File: config.mk
export PLATFORM = sky130hd
export DESIGN_NAME = oflow_registration_pipe_ctrl_flat
export DESIGN_NICKNAME = d
export VERILOG_FILES = /design/src/rtl/oflow_registration_pipe_ctrl_if.sv /design/src/rtl/oflow_registration_pipe_ctrl.sv /design/src/flat_wrapper.sv
export SDC_FILE = /design/constraint.sdc
export NUM_CORES = 1
export LEC_CHECK = 0
export CORE_ASPECT_RATIO = 0.5
export CORE_MARGIN = 4
export CORE_UTILIZATION = 40
export CTS_BUF_LIST = sky130_fd_sc_hd__clkbuf_4 sky130_fd_sc_hd__clkbuf_8 sky130_fd_sc_hd__clkbuf_16
export CTS_CLUSTER_SIZE = 40
export DETAILED_ROUTE_END_ITERATION = 10
export PLACE_DENSITY = 0.68
export SKIP_LAST_GASP = 1
export SLEW_MARGIN = 10
export SYNTH_ARGS = -nofsm -noshare
export SYNTH_HDL_FRONTEND = slang
export SYNTH_SLANG_ARGS = --single-unit
File: constraint.sdc
create_clock -name clk -period 6.4 [get_ports clk]
set_input_delay 0.64 -clock clk [delete_from_list [all_inputs] [get_ports clk]]
set_output_delay 0.64 -clock clk [all_outputs]
set_load 0.01 [all_outputs]
File: src/rtl/oflow_registration_pipe_ctrl_if.sv
// Handshake bundle between the core controller, the registration sequencer
// and the score-calc / score-board engines.
interface oflow_registration_pipe_ctrl_if #(
  parameter int PE_W    = 5,
  parameter int SET_W   = 6,
  parameter int ID_W    = 12,
  parameter int FRAME_W = 16
);
  logic [FRAME_W-1:0] frame_num;
  logic [SET_W-1:0]   num_of_sets;
  logic               start_registration;
  logic               abort;
  logic [PE_W-1:0]    num_of_pe;
  logic               done_score_calc;
  logic               start_score_calc;
  logic [SET_W-1:0]   row_sel_calc;
  logic               done_score_board;
  logic               start_score_board;
  logic [SET_W-1:0]   row_sel_board;
  logic [ID_W-1:0]    id_first_frame;
  logic               busy;
  logic               done_registration;
  logic               proto_err;

  // Sequencer side
  modport master (
    input  frame_num, num_of_sets, start_registration, abort, num_of_pe,
           done_score_calc, done_score_board,
    output start_score_calc, row_sel_calc, start_score_board, row_sel_board,
           id_first_frame, busy, done_registration, proto_err
  );

  // Core controller / engine side
  modport slave (
    output frame_num, num_of_sets, start_registration, abort, num_of_pe,
           done_score_calc, done_score_board,
    input  start_score_calc, row_sel_calc, start_score_board, row_sel_board,
           id_first_frame, busy, done_registration, proto_err
  );
endinterface

File: src/rtl/oflow_registration_pipe_ctrl.sv
// Registration sequencer: overlaps score-calc of set k+1 with score-board of
// set k, with a board-only first-frame mode that generates PE IDs.
//
// state  | meaning
// IDLE   | waiting for start_registration
// RUN    | issuing calc/board starts until all N sets are board-complete
// FINISH | one cycle; schedules the done_registration pulse
module oflow_registration_pipe_ctrl #(
  parameter int PE_NUM  = 24,
  parameter int PE_W    = 5,
  parameter int SET_W   = 6,
  parameter int ID_W    = 12,
  parameter int FRAME_W = 16,
  parameter int AHEAD   = 2
) (
  input  logic clk,
  input  logic reset_N,
  oflow_registration_pipe_ctrl_if.master bus
);
  localparam int CW = SET_W + 1;

  typedef enum logic [1:0] {IDLE, RUN, FINISH} state_t;

  state_t          state_q, state_d;
  logic [CW-1:0]   n_q, n_d;
  logic            first_q, first_d;
  logic [CW-1:0]   calc_iss_q, calc_iss_d, calc_done_q, calc_done_d;
  logic [CW-1:0]   board_iss_q, board_iss_d, board_done_q, board_done_d;
  logic            start_calc_q, start_board_q;
  logic [SET_W-1:0] row_calc_q, row_board_q;
  logic            busy_q, busy_d;
  logic            done_q, err_q, id_vld_q;
  logic            calc_busy, board_busy, err_ev, calc_go, board_go;
  logic [ID_W-1:0] id_calc;

  // _d counters are the post-done values of this cycle; issue decisions use them
  always_comb begin
    calc_busy    = calc_iss_q > calc_done_q;
    board_busy   = board_iss_q > board_done_q;
    err_ev       = (bus.done_score_calc && !calc_busy)
                || (bus.done_score_board && !board_busy)
                || (bus.start_registration && busy_q)
                || (bus.done_score_calc && first_q && busy_q);
    state_d      = state_q;
    n_d          = n_q;
    first_d      = first_q;
    calc_iss_d   = calc_iss_q;
    board_iss_d  = board_iss_q;
    calc_done_d  = calc_done_q + CW'(bus.done_score_calc && calc_busy);
    board_done_d = board_done_q + CW'(bus.done_score_board && board_busy);
    case (state_q)
      IDLE: begin
        if (bus.start_registration) begin
          n_d          = {1'b0, bus.num_of_sets};
          first_d      = (bus.frame_num == '0);
          calc_iss_d   = '0;
          calc_done_d  = '0;
          board_iss_d  = '0;
          board_done_d = '0;
          state_d      = (bus.num_of_sets != '0) ? RUN : FINISH;
        end
      end
      RUN:     if (board_done_d == n_q) state_d = FINISH;
      FINISH:  state_d = IDLE;
      default: state_d = IDLE;
    endcase
    calc_go  = (state_d == RUN) && !first_d
            && (calc_iss_d <= calc_done_d)
            && (calc_iss_d < n_d)
            && ((calc_iss_d - board_done_d) < CW'(AHEAD));
    board_go = (state_d == RUN)
            && (board_iss_d <= board_done_d)
            && (first_d ? (board_iss_d < n_d) : (board_iss_d < calc_done_d));
    busy_d   = (state_d == RUN) || ((state_d == FINISH) && busy_q);
  end

  always_ff @(posedge clk or negedge reset_N) begin
    if (!reset_N) begin
      state_q       <= IDLE;
      n_q           <= '0;
      first_q       <= 1'b0;
      calc_iss_q    <= '0;
      calc_done_q   <= '0;
      board_iss_q   <= '0;
      board_done_q  <= '0;
      start_calc_q  <= 1'b0;
      start_board_q <= 1'b0;
      row_calc_q    <= '0;
      row_board_q   <= '0;
      busy_q        <= 1'b0;
      done_q        <= 1'b0;
      err_q         <= 1'b0;
      id_vld_q      <= 1'b0;
    end else if (bus.abort) begin
      state_q       <= IDLE;
      calc_iss_q    <= '0;
      calc_done_q   <= '0;
      board_iss_q   <= '0;
      board_done_q  <= '0;
      start_calc_q  <= 1'b0;
      start_board_q <= 1'b0;
      busy_q        <= 1'b0;
      done_q        <= 1'b0;
      err_q         <= 1'b0;
      id_vld_q      <= 1'b0;
    end else begin
      state_q       <= state_d;
      n_q           <= n_d;
      first_q       <= first_d;
      calc_done_q   <= calc_done_d;
      board_done_q  <= board_done_d;
      calc_iss_q    <= calc_iss_d + CW'(calc_go);
      board_iss_q   <= board_iss_d + CW'(board_go);
      start_calc_q  <= calc_go;
      start_board_q <= board_go;
      if (calc_go)  row_calc_q  <= calc_iss_d[SET_W-1:0];
      if (board_go) row_board_q <= board_iss_d[SET_W-1:0];
      busy_q        <= busy_d;
      done_q        <= (state_q == FINISH);
      err_q         <= err_q | err_ev;
      id_vld_q      <= id_vld_q | board_go;
    end
  end

  // ID stays zero until the first board start so that reset drives all outputs low
  assign id_calc = ID_W'(row_board_q) * ID_W'(PE_NUM) + ID_W'(bus.num_of_pe) + ID_W'(1);

  assign bus.start_score_calc  = start_calc_q;
  assign bus.row_sel_calc      = row_calc_q;
  assign bus.start_score_board = start_board_q;
  assign bus.row_sel_board     = row_board_q;
  assign bus.id_first_frame    = id_vld_q ? id_calc : '0;
  assign bus.busy              = busy_q;
  assign bus.done_registration = done_q;
  assign bus.proto_err         = err_q;
endmodule

File: src/flat_wrapper.sv
// flat-port wrapper written by rule: the top's interface ports become plain ports
module oflow_registration_pipe_ctrl_flat 
#(
  parameter int PE_NUM  = 24,
  parameter int PE_W    = 5,
  parameter int SET_W   = 6,
  parameter int ID_W    = 12,
  parameter int FRAME_W = 16,
  parameter int AHEAD   = 2
)
  (clk, reset_N, bus_frame_num, bus_num_of_sets, bus_start_registration, bus_abort, bus_num_of_pe, bus_done_score_calc, bus_done_score_board, bus_start_score_calc, bus_row_sel_calc, bus_start_score_board, bus_row_sel_board, bus_id_first_frame, bus_busy, bus_done_registration, bus_proto_err);
  oflow_registration_pipe_ctrl_if #(.PE_W(PE_W), .SET_W(SET_W), .ID_W(ID_W), .FRAME_W(FRAME_W)) bus_i ();
  input  logic clk;
  input  logic reset_N;
  input wire logic [$bits(bus_i.frame_num)-1:0] bus_frame_num;
  input wire logic [$bits(bus_i.num_of_sets)-1:0] bus_num_of_sets;
  input wire logic [$bits(bus_i.start_registration)-1:0] bus_start_registration;
  input wire logic [$bits(bus_i.abort)-1:0] bus_abort;
  input wire logic [$bits(bus_i.num_of_pe)-1:0] bus_num_of_pe;
  input wire logic [$bits(bus_i.done_score_calc)-1:0] bus_done_score_calc;
  input wire logic [$bits(bus_i.done_score_board)-1:0] bus_done_score_board;
  output wire logic [$bits(bus_i.start_score_calc)-1:0] bus_start_score_calc;
  output wire logic [$bits(bus_i.row_sel_calc)-1:0] bus_row_sel_calc;
  output wire logic [$bits(bus_i.start_score_board)-1:0] bus_start_score_board;
  output wire logic [$bits(bus_i.row_sel_board)-1:0] bus_row_sel_board;
  output wire logic [$bits(bus_i.id_first_frame)-1:0] bus_id_first_frame;
  output wire logic [$bits(bus_i.busy)-1:0] bus_busy;
  output wire logic [$bits(bus_i.done_registration)-1:0] bus_done_registration;
  output wire logic [$bits(bus_i.proto_err)-1:0] bus_proto_err;
  assign bus_i.frame_num = bus_frame_num;
  assign bus_i.num_of_sets = bus_num_of_sets;
  assign bus_i.start_registration = bus_start_registration;
  assign bus_i.abort = bus_abort;
  assign bus_i.num_of_pe = bus_num_of_pe;
  assign bus_i.done_score_calc = bus_done_score_calc;
  assign bus_i.done_score_board = bus_done_score_board;
  assign bus_start_score_calc = bus_i.start_score_calc;
  assign bus_row_sel_calc = bus_i.row_sel_calc;
  assign bus_start_score_board = bus_i.start_score_board;
  assign bus_row_sel_board = bus_i.row_sel_board;
  assign bus_id_first_frame = bus_i.id_first_frame;
  assign bus_busy = bus_i.busy;
  assign bus_done_registration = bus_i.done_registration;
  assign bus_proto_err = bus_i.proto_err;
  oflow_registration_pipe_ctrl #(.PE_NUM(PE_NUM), .PE_W(PE_W), .SET_W(SET_W), .ID_W(ID_W), .FRAME_W(FRAME_W), .AHEAD(AHEAD)) u_core (.clk(clk), .reset_N(reset_N), .bus(bus_i));
endmodule
==> impl_results.md <==
* Initial antenna violation count at 0
* Synth warnings at 0
* PortBufs at 61
* Worst-path clk slew at 0.07 ns
* Syn Area/Cell at 9.56 um2
* Core Box Area at between 10000 and 15000 um2
* Max incr delay on CP at 0.52 ns
* Max VDD drop at 135 uV
* Routed WL at between 10000 and 15000 um
* Area of the multi-input gates at around 3100 um2
* Starting Density at 0.418
* Vias in the first global route at 3817
* GRT overflow at 0
* Worst-Skew Late Latency at roughly 0.30 ns
* Cell area after synthesis at approximately 4700 um2
* Buf/Inv on CP at 1
* Antenna violation net count after detailed routing at 0
* Post-synth EDFFs at 0
* Ys async rst share at 1.00
* CP delay by family, top: compound AO/OA/AOI/OAI gates
* Tightest Pin Transition at 0.724 ns
* RR Startpoint: u_core.board_done_q[4]
* CP arrival at 5.62 ns
* CTS Sinks at between 50 and 60
* Pwr per Cell Area at 192 nW/um2
* Largest fanout on the critical path at 9
* Worst Setup Start Kind: flip-flop
* Initial DRC count at 247
* Nets@finish at around 650
* Largest net degree at the start of global routing at 57
* Post-route setup TNS at 0 ns
* DR WL/cell at 16.8 um
* Outcome: complete, no violations
* Die width at 161 um
* H-tree depth at 2
* Pwr Total at 1.07 mW
* Register area at 1400 um2
* Ys flop type: dfrtp_1
* # IOs at just over 60
* DPL Wire Length at 9150 um
* CTS Buf Count at 5
* Setup CP Type: reg2reg
* Synth-to-Final Area Change at 19.5%
* Post-CTS Hold Fix Bufs at 0
* Gpl congestion at 0.857
* Final setup viols at 0
* Routed vias at 3839
* CTS Buffer Depth at 2
* Filler cells at between 1000 and 1500
* Final Cycle Share at 0.853
* Hold Vio Cnt, Final at 0
* First-pass GRT wire length at 19100 um
* Most used cell along the critical path: ha_1
* Share of cells above drive strength 1 at 0.0769
* Worst-path cell chain: inv_1 > ha_1 > a21oi_1 > nor2b_1 > o21ai_0 > o21ai_0 > o22ai_1 > nor2_1 > ha_1 > ha_1 > nand2_1 > fa_1 > a21o_1 > a311oi_2 > o211ai_1 > a2111oi_2 > nand2_1 > nor3_1 > ha_1 > ha_1 > nand2_1 > nor3_1 > xnor2_1 > nor2_1
* Max_cap viols at 0
* Crit end category: flip-flop
* FF-to-FF setup slack at 0.94 ns
* Post-Syn Nets at a little under 600
* Row Count at 27
* Post-CTS Resized at 0
* Hold WC Path Type: in2async
* ANT cells at 0
* Max Slew Vio Count at 0
* RSZ-0062 raised after global routing: false
* Fin Clk Skew at about 0.0076 ns
* Max Freq at 183 MHz
* Post-layout min period at 5.46 ns
* Post-CTS Setup Repair Bufs at 0
* TritonCTS clock tree: built
* Synth cell types at 63
* Max-slew headroom at 0.517
* CTS Root Cell: clkbuf_16
* Sequential share of the synthesized area at 0.299
* Synth Register Bits at 56
* Routed vias/inst at 5.45
* Overall Global Routing Usage at 0.173
* Crit path max-delay cell type: dfrtp_1
* Syn Inst Count at 490
* Remaining DRCs at 0
* Die H at 84.5 um
* Crit. Startpoint: u_core.board_done_q[4]
* Leak pwr at 2.51 nW
* Die area at 13600 um2
* WP data required at 6.56 ns
* TritonRoute pass-1 iters at 5
[synthesized netlist by cell type (all sizes together), types with 2 or more instances]
| library cell | n | area, um2 |
|---|---|---|
| a2111oi | 6 | 96.3 |
| a211o | 3 | 26.3 |
| a211oi | 2 | 15.0 |
| a21o | 9 | 67.6 |
| a21oi | 23 | 115 |
| a221oi | 2 | 17.5 |
| a311oi | 2 | 23.8 |
| a31oi | 2 | 12.5 |
| and2 | 15 | 93.8 |
| and3 | 4 | 25.0 |
| and3b | 2 | 17.5 |
| buf | 2 | 16.3 |
| clkbuf | 14 | 52.6 |
| dfrtp | 56 | 1400 |
| fa | 2 | 40.0 |
| ha | 65 | 813 |
| inv | 30 | 113 |
| mux2 | 18 | 225 |
| mux2i | 5 | 50.1 |
| nand2 | 23 | 86.3 |
| nand2b | 4 | 25.0 |
| nand3 | 18 | 90.1 |
| nand4 | 10 | 62.6 |
| nand4b | 3 | 26.3 |
| nor2 | 41 | 154 |
| nor2b | 15 | 93.8 |
| nor3 | 13 | 76.3 |
| nor4 | 10 | 62.6 |
| o211a | 3 | 30.0 |
| o211ai | 4 | 30.0 |
| o21a | 5 | 37.5 |
| o21ai | 11 | 55.1 |
| o221a | 2 | 22.5 |
| o22ai | 4 | 25.0 |
| or2 | 2 | 12.5 |
| or3 | 3 | 18.8 |
| xnor2 | 24 | 218 |
| xnor3 | 2 | 45.0 |
| xor2 | 16 | 140 |
[worst register-to-register path: cells and delay by family, from the launching register on]
family,cells,cell delay (ns)
xor+xnor,1,0.14
fa+ha+maj,6,1.79
flops,1,0.52
buf+inv,1,0.15
simple gates,8,0.90
compound gates,8,1.81
[layer usage]
| metal | up-vias | track usage | routed length, um |
|---|---|---|---|
| met5 | - | 0 | 0 |
| met1 | 1800 | 0.238 | 5670 |
| met4 | 0 | 0.0433 | 182 |
| met3 | 16 | 0.0397 | 823 |
| li1 | 1887 | - | - |
| met2 | 136 | 0.278 | 5140 |
[path summary, 6_finish.rpt]
path | depth (start not counted) | to
max | 24 | u_core.calc_iss_q[6]
min | 2 | u_core.calc_done_q[4]
max reg2reg | 24 | u_core.calc_iss_q[6]
min reg2reg | 1 | u_core.bus.row_sel_calc[2]
max in group asynchronous | 2 | u_core.bus.row_sel_board[3]
min in group clk | 1 | u_core.bus.row_sel_calc[2]
[flip-flops by register name, summed over array words and instances, names as in the netlist, 2 cells and up]
register,flops
u_core.state_q,2
u_core.board_iss_q,7
u_core.board_done_q,7
u_core.bus.row_sel_board,6
u_core.calc_done_q,7
u_core.calc_iss_q,7
u_core.n_q,7
u_core.bus.row_sel_calc,6
[through the flow]
step	setup slack [ns]	utilization	cell area [um2]	hold WS [ns]	cells
CTS	1.00	0.499	5600	0.513	705
finish	0.939	0.499	5600	0.466	705
floorplan	1.52	-	4680	0.344	490
global route	0.441	0.499	5600	0.527	705
detailed placement	1.03	0.485	5440	0.490	697
global placement	1.23	0.485	5440	0.500	697
[placed cells by master (no fill, tap or decap), drive strengths merged, types with 3 or more instances in the layout]
cell type      count
mux2              18
nand2             23
clkdlybuf4s50     60
or3                3
xnor2             24
mux2i              5
a21oi             23
xor2              16
nor3              13
o22ai              4
clkbuf             6
o21a               5
o21ai             11
a211o              3
a21o               9
nor2              41
nand4b             3
nand2b             4
dfrtp             56
buf                4
o211ai             4
inv               30
o211a              3
and3               4
a2111oi            6
nand4             10
nand3             18
and2              15
ha                65
nor2b             15
nor4              10
[kinds of logic (layout without fill, tap and decap cells)]
kind of cell	after synthesis	after routing	share of synthesized area
AOI/OAI and AO/OA	88	88	0.144
xor gates and xnor gates	42	42	0.0860
adders and majority gates	67	67	0.182
buffers and inverters	46	102	0.0387
DFF	56	56	0.299
muxes	23	23	0.0588
and+or+nand+nor	168	168	0.191
[cell type report]
cell class	count	area share
Sequential cell	56	0.250
Clock buffer	6	0.0248
Inverter	30	0.0201
Clock inverter	2	0.00268
Multi-Input combinational cell	388	0.554
Tap cell	159	0.0355
Timing Repair Buffer	64	0.112
[report_power, final]
group | total (mW) | internal [mW] | switching, mW
clock network | 0.290 | 0.156 | 0.134
logic | 0.370 | 0.182 | 0.187
registers | 0.413 | 0.384 | 0.0292
Note: power is estimated with default switching activity, not from simulation.
